==> config.mk <==
export PLATFORM = sky130hd
export DESIGN_NAME = uart_div_ctrl_flat
export DESIGN_NICKNAME = d
export VERILOG_FILES = /design/src/rtl/uart_div_ctrl_if.sv /design/src/rtl/uart_div_ctrl.sv /design/src/flat_wrapper.sv
export SDC_FILE = /design/constraint.sdc
export NUM_CORES = 1
export LEC_CHECK = 0
export BUFFER_PORTS_ARGS = -buffer_cell sky130_fd_sc_hd__buf_2
export CAP_MARGIN = 5
export CORE_MARGIN = 3
export CORE_UTILIZATION = 40
export DETAILED_ROUTE_END_ITERATION = 8
export HOLD_SLACK_MARGIN = 0.1
export PLACE_DENSITY = 0.67
export REMOVE_ABC_BUFFERS = 1
export SETUP_SLACK_MARGIN = 0.2
export SLEW_MARGIN = 25
export SYNTH_ARGS = -nofsm -noshare
export SYNTH_HDL_FRONTEND = slang
export SYNTH_SLANG_ARGS = --single-unit
==> constraint.sdc <==
create_clock -name clk -period 5.4 [get_ports clk]
set_clock_uncertainty 0.05 [all_clocks]
set_input_delay 0.54 -clock clk [delete_from_list [all_inputs] [get_ports clk]]
set_output_delay 0.54 -clock clk [all_outputs]
set_load 0.02 [all_outputs]
==> src/rtl/uart_div_ctrl_if.sv <==
// Byte-stream handshake between the divider and the UART RX/TX engines.
interface uart_div_ctrl_if;
  logic       rx_valid;
  logic [7:0] rx_data;
  logic       tx_ready;
  logic       tx_valid;
  logic [7:0] tx_data;

  modport master (output rx_valid, rx_data, tx_ready, input tx_valid, tx_data);
  modport slave  (input rx_valid, rx_data, tx_ready, output tx_valid, tx_data);
endinterface

==> src/rtl/uart_div_ctrl.sv <==
// Collects a dividend/divisor frame from UART RX, runs a W-cycle restoring
// division and streams quotient then remainder back out through UART TX.
module uart_div_ctrl #(
  parameter int OP_BYTES    = 2,
  parameter int TIMEOUT_CYC = 5000000
) (
  input  logic                  clk,
  input  logic                  rst,
  uart_div_ctrl_if.slave        bus,
  output logic [8*OP_BYTES-1:0] result_led,
  output logic                  busy,
  output logic                  err_div0,
  output logic                  timeout_err
);
  localparam int W   = 8 * OP_BYTES;
  localparam int NB  = 2 * OP_BYTES;
  localparam int BCW = $clog2(NB);
  localparam int DCW = $clog2(W);
  localparam int ICW = $clog2(TIMEOUT_CYC) + 1;

  typedef enum logic [1:0] {IDLE, RX, DIV, TX} state_t;

  state_t         state_reg;
  logic [2*W-1:0] frame_reg;
  logic [2*W-1:0] frame_next;
  logic [2*W-1:0] resp_reg;
  logic [BCW-1:0] byte_cnt_reg;
  logic [BCW-1:0] tx_cnt_reg;
  logic [ICW-1:0] idle_cnt_reg;
  logic [DCW-1:0] div_cnt_reg;
  logic [W-1:0]   rem_reg;
  logic [W-1:0]   quo_reg;
  logic [W-1:0]   rem_next;
  logic [W-1:0]   quo_next;
  logic [W-1:0]   dividend;
  logic [W-1:0]   divisor;
  logic [W-1:0]   q_final;
  logic [W-1:0]   r_final;
  logic [W:0]     trial;
  logic [W:0]     diff;

  // Frame bytes shift in from the top so the first byte ends up in bit 0.
  // quo_reg starts as the dividend and shifts its bits out MSB first while
  // quotient bits shift in at the bottom.
  always_comb begin
    frame_next = {bus.rx_data, frame_reg[2*W-1:8]};
    dividend   = frame_reg[W-1:0];
    divisor    = frame_reg[2*W-1:W];
    trial      = {rem_reg, quo_reg[W-1]};
    diff       = trial - {1'b0, divisor};
    rem_next   = diff[W] ? trial[W-1:0] : diff[W-1:0];
    quo_next   = {quo_reg[W-2:0], ~diff[W]};
    q_final    = (divisor == '0) ? '1 : quo_next;
    r_final    = (divisor == '0) ? dividend : rem_next;
  end

  always_ff @(posedge clk) begin
    if (rst) begin
      state_reg    <= IDLE;
      frame_reg    <= '0;
      resp_reg     <= '0;
      byte_cnt_reg <= '0;
      tx_cnt_reg   <= '0;
      idle_cnt_reg <= '0;
      div_cnt_reg  <= '0;
      rem_reg      <= '0;
      quo_reg      <= '0;
      bus.tx_valid <= 1'b0;
      bus.tx_data  <= '0;
      result_led   <= '0;
      busy         <= 1'b0;
      err_div0     <= 1'b0;
      timeout_err  <= 1'b0;
    end else begin
      case (state_reg)
        IDLE: begin
          if (bus.rx_valid) begin
            frame_reg    <= {bus.rx_data, {(2*W-8){1'b0}}};
            byte_cnt_reg <= BCW'(1);
            idle_cnt_reg <= '0;
            err_div0     <= 1'b0;
            timeout_err  <= 1'b0;
            busy         <= 1'b1;
            state_reg    <= RX;
          end
        end
        RX: begin
          if (bus.rx_valid) begin
            frame_reg    <= frame_next;
            idle_cnt_reg <= '0;
            if (byte_cnt_reg == BCW'(NB-1)) begin
              byte_cnt_reg <= '0;
              quo_reg      <= frame_next[W-1:0];
              rem_reg      <= '0;
              div_cnt_reg  <= '0;
              state_reg    <= DIV;
            end else begin
              byte_cnt_reg <= byte_cnt_reg + 1'b1;
            end
          end else if (idle_cnt_reg == ICW'(TIMEOUT_CYC-1)) begin
            frame_reg    <= '0;
            byte_cnt_reg <= '0;
            idle_cnt_reg <= '0;
            timeout_err  <= 1'b1;
            busy         <= 1'b0;
            state_reg    <= IDLE;
          end else begin
            idle_cnt_reg <= idle_cnt_reg + 1'b1;
          end
        end
        DIV: begin
          // A zero divisor still runs all W steps so latency never depends on data.
          rem_reg     <= rem_next;
          quo_reg     <= quo_next;
          div_cnt_reg <= div_cnt_reg + 1'b1;
          if (div_cnt_reg == DCW'(W-1)) begin
            result_led <= q_final;
            resp_reg   <= {r_final, q_final};
            err_div0   <= (divisor == '0);
            tx_cnt_reg <= '0;
            state_reg  <= TX;
          end
        end
        TX: begin
          // The first TX cycle only presents byte 0, giving the W+1 cycle latency.
          if (!bus.tx_valid) begin
            bus.tx_valid <= 1'b1;
            bus.tx_data  <= resp_reg[7:0];
          end else if (bus.tx_ready) begin
            if (tx_cnt_reg == BCW'(NB-1)) begin
              bus.tx_valid <= 1'b0;
              busy         <= 1'b0;
              state_reg    <= IDLE;
            end else begin
              tx_cnt_reg  <= tx_cnt_reg + 1'b1;
              resp_reg    <= {8'h00, resp_reg[2*W-1:8]};
              bus.tx_data <= resp_reg[15:8];
            end
          end
        end
        default: state_reg <= IDLE;
      endcase
    end
  end
endmodule

==> src/flat_wrapper.sv <==
// flat-port wrapper written by rule: the top's interface ports become plain ports
module uart_div_ctrl_flat 
#(
  parameter int OP_BYTES    = 2,
  parameter int TIMEOUT_CYC = 5000000
)
  (clk, rst, result_led, busy, err_div0, timeout_err, bus_rx_valid, bus_rx_data, bus_tx_ready, bus_tx_valid, bus_tx_data);
  uart_div_ctrl_if bus_i ();
  input  logic clk;
  input  logic rst;
  output logic [8*OP_BYTES-1:0] result_led;
  output logic busy;
  output logic err_div0;
  output logic timeout_err;
  input wire logic [$bits(bus_i.rx_valid)-1:0] bus_rx_valid;
  input wire logic [$bits(bus_i.rx_data)-1:0] bus_rx_data;
  input wire logic [$bits(bus_i.tx_ready)-1:0] bus_tx_ready;
  output wire logic [$bits(bus_i.tx_valid)-1:0] bus_tx_valid;
  output wire logic [$bits(bus_i.tx_data)-1:0] bus_tx_data;
  assign bus_i.rx_valid = bus_rx_valid;
  assign bus_i.rx_data = bus_rx_data;
  assign bus_i.tx_ready = bus_tx_ready;
  assign bus_tx_valid = bus_i.tx_valid;
  assign bus_tx_data = bus_i.tx_data;
  uart_div_ctrl #(.OP_BYTES(OP_BYTES), .TIMEOUT_CYC(TIMEOUT_CYC)) u_core (.clk(clk), .rst(rst), .bus(bus_i), .result_led(result_led), .busy(busy), .err_div0(err_div0), .timeout_err(timeout_err));
endmodule
==> results.sh <==
export IMPL_cts_tree="built"
export IMPL_timing_max_slew_rel_slack_pct=34.98
export IMPL_ant_nets=0
export IMPL_rsz0062_at_grt="false"
export IMPL_gp_congestion=0.9278
export IMPL_fin_nets=953
export IMPL_setup_viol=0
export IMPL_synth_top_family_by_area="compound AO/OA/AOI/OAI gates"
export IMPL_power_density_nw_per_um2=328.4
export IMPL_cts_buffers=17
export IMPL_max_stage_delay_ns=0.76
export IMPL_ctsLongestPathBuffers=2
export IMPL_crit_arrival_ns=3.54
export IMPL_synth_area_leaders="dfxtp_1, nor2_1, a211oi_1"
export IMPL_postCtsSetupRepairBufs=0
export IMPL_core_area_um2=18330
export IMPL_synthMuxAreaShare_pct=3.693
export IMPL_globalRouteOverflowTotal=0
export IMPL_drc=0
export IMPL_synth_top_area_share_pct=41.50
export IMPL_drt_iter0_markers=597
export IMPL_layoutNonFillerInstCount=1162
export IMPL_insertion_delay_ns=0.43
export IMPL_initial_utilization_pct=41.58
export IMPL_routed_via_count=6572
export IMPL_synthAdderAreaFrac_pct=3.546
export IMPL_ys_seq_area_share_pct=41.50
export IMPL_syn_area_um2=7622
export IMPL_synth_edf_count=0
export IMPL_drive_gt1_share_pct=11.15
export IMPL_synth_xor_area_share_pct=3.332
export IMPL_placed_area_um2=7928
export IMPL_final_cell_mix="dfxtp_1, nor2_1, nand2_1"
export IMPL_max_slew_worst_pin_slew_ns=0.9718
export IMPL_synth_area_per_cell_um2=8.367
export IMPL_grt_pass1_vias=5959
export IMPL_antenna_cells=0
export IMPL_cts_sinks=158
export IMPL_root_buffer="clkbuf_16"
export IMPL_dr_pass1_iters=5
export IMPL_end_kind="register"
export IMPL_synth_warnings=0
export IMPL_period_minus_slack_ns=3.255
export IMPL_min_path_type="in2reg"
export IMPL_fp_dieW_um=144.0
export IMPL_crit_fanout=11
export IMPL_ys_flop_type="dfxtp_1"
export IMPL_leakagePower_nw=3.195
export IMPL_port_buffers=39
export IMPL_clk_pin_slew_ns=0.07
export IMPL_final_area_um2=8544
export IMPL_fmaxAchievable_mhz=307.3
export IMPL_h_tree_depth=4
export IMPL_synthCells=911
export IMPL_areaGrowthSynthToFinish_pct=12.10
export IMPL_tns_ns=0
export IMPL_worstSetupStartpointType="register"
export IMPL_dp_hpwl_mm=13.50
export IMPL_vias_per_cell=5.656
export IMPL_fp_row_count=49
export IMPL_worstPathCellList="inv_1 > ha_1 > fa_1 > nand2b_1 > a21oi_2 > o21ai_2 > o2111a_2 > nor2_1 > nor3_1 > o32ai_1"
export IMPL_hold_violations=0
export IMPL_wire_per_inst_um=16.76
export IMPL_run_status="complete, no violations"
export IMPL_startpoint="u_core.quo_reg[15]"
export IMPL_hold_buffers=0
export IMPL_ctsResizeCount=0
export IMPL_wl_mm=19.47
export IMPL_ios=40
export IMPL_worst_ir_drop_vdd_v=0.0002398
export IMPL_placed_cells=1129
export IMPL_worstSetupPathType="reg2reg"
export IMPL_fp_dieArea_um2=20750
export IMPL_crit_required_ns=5.68
export IMPL_yosysTopAreaCell="dfxtp_1"
export IMPL_drv_slew=0
export IMPL_die_h_um=144.0
export IMPL_maxCapViolations=0
export IMPL_synth_compound_area_share_pct=24.20
export IMPL_post_route_period_util_pct=60.27
export IMPL_antenna_found_initial=0
export IMPL_synthArstFlopShare_pct=0
export IMPL_track_usage_pct=19.15
export IMPL_grt_pass1_wl_mm=31.91
export IMPL_cp_slowest_cell="nor2_1"
export IMPL_synth_distinct_cells=70
export IMPL_worstReg2RegStart="u_core.quo_reg[15]"
export IMPL_yosys_area_share_simple_pct=19.09
export IMPL_grt_max_degree=53
export IMPL_final_common_cell="dfxtp_1"
export IMPL_ys_ff_latch=158
export IMPL_holdCritStartpoint="bus_rx_data[3]"
worst max-delay path, delay by kind of cell (launching register included):
kind | cells | cell delay [ns]
flip-flops | 1 | 0.35
AO/OA/AOI/OAI | 4 | 0.96
buffers and inverters | 1 | 0.06
adder cells (fa/ha/maj) | 2 | 0.62
AND/OR/NAND/NOR | 3 | 1.12
area by class of cell:
type                       count  area, um^2
inverter                      24       90.09
timing repair buffer          48       285.3
clock buffer                  21       480.5
tap                          229       286.5
sequential                   158        3163
clock inverter                11       103.9
multi-input combinational    671        4135
fill                        1757        9787
Yosys cell counts, drive strengths merged (7+ instances only):
cell    count
mux2i      27
o21ai      55
o21a        8
nor2b       7
a21oi      60
xor2       19
and3        9
nand3      18
nand2      62
o22ai      15
inv        24
buf        15
a22o       19
nand4      11
ha         20
a21o        7
nor2      155
dfxtp     158
clkbuf     43
nor4        7
a211oi     55
xnor2      10
nor3       17
nand2b     12
a31oi       7
a22oi       9
where the power goes:
part	leakage, nW	total (mW)	switching [mW]	internal [mW]
registers	1.27	1.21	0.0277	1.18
clock network	0.275	1.18	0.496	0.685
logic	1.65	0.412	0.281	0.131
total	3.19	2.81	0.805	2.00
path summary, 6_finish.rpt:
check | depth (start not counted) | end | slack, ns
setup / recovery | 10 | u_core.resp_reg[18] | 2.15
hold / removal | 3 | u_core.frame_reg[27] | 0.26
setup reg to reg | 10 | u_core.resp_reg[18] | 2.15
hold reg to reg | 2 | u_core.tx_cnt_reg[1] | 0.41
metal layers:
layer,GRT usage [%],vias up,part of all wire [%]
li1,-,3297,-
met1,27.93,3099,51
met5,0,-,0
met2,29.01,147,44
met4,5.500,0,1.6
met3,3.406,29,4.1
kinds of logic after synthesis:
kind of cell    after synthesis
mux                          28
simple gates                321
flops                       158
compound gates              272
xor+xnor                     29
buf+inv                      82
fa+ha+maj                    21
stage by stage:
step | total power, mW | hold WS [ns] | util, % | setup slack (ns)
finish | 2.806 | 0.2616 | 46.61 | 2.145
global route | 2.915 | 0.2815 | 46.61 | 2.012
CTS | 2.814 | 0.2553 | 46.43 | 2.150
detailed placement | 1.642 | 0.4016 | 43.25 | 2.191
global placement | 1.641 | 0.3933 | 43.23 | 2.304
floorplan | 1.509 | 0.3795 | - | 0.6588
Note: power is estimated with default switching activity, not from simulation.
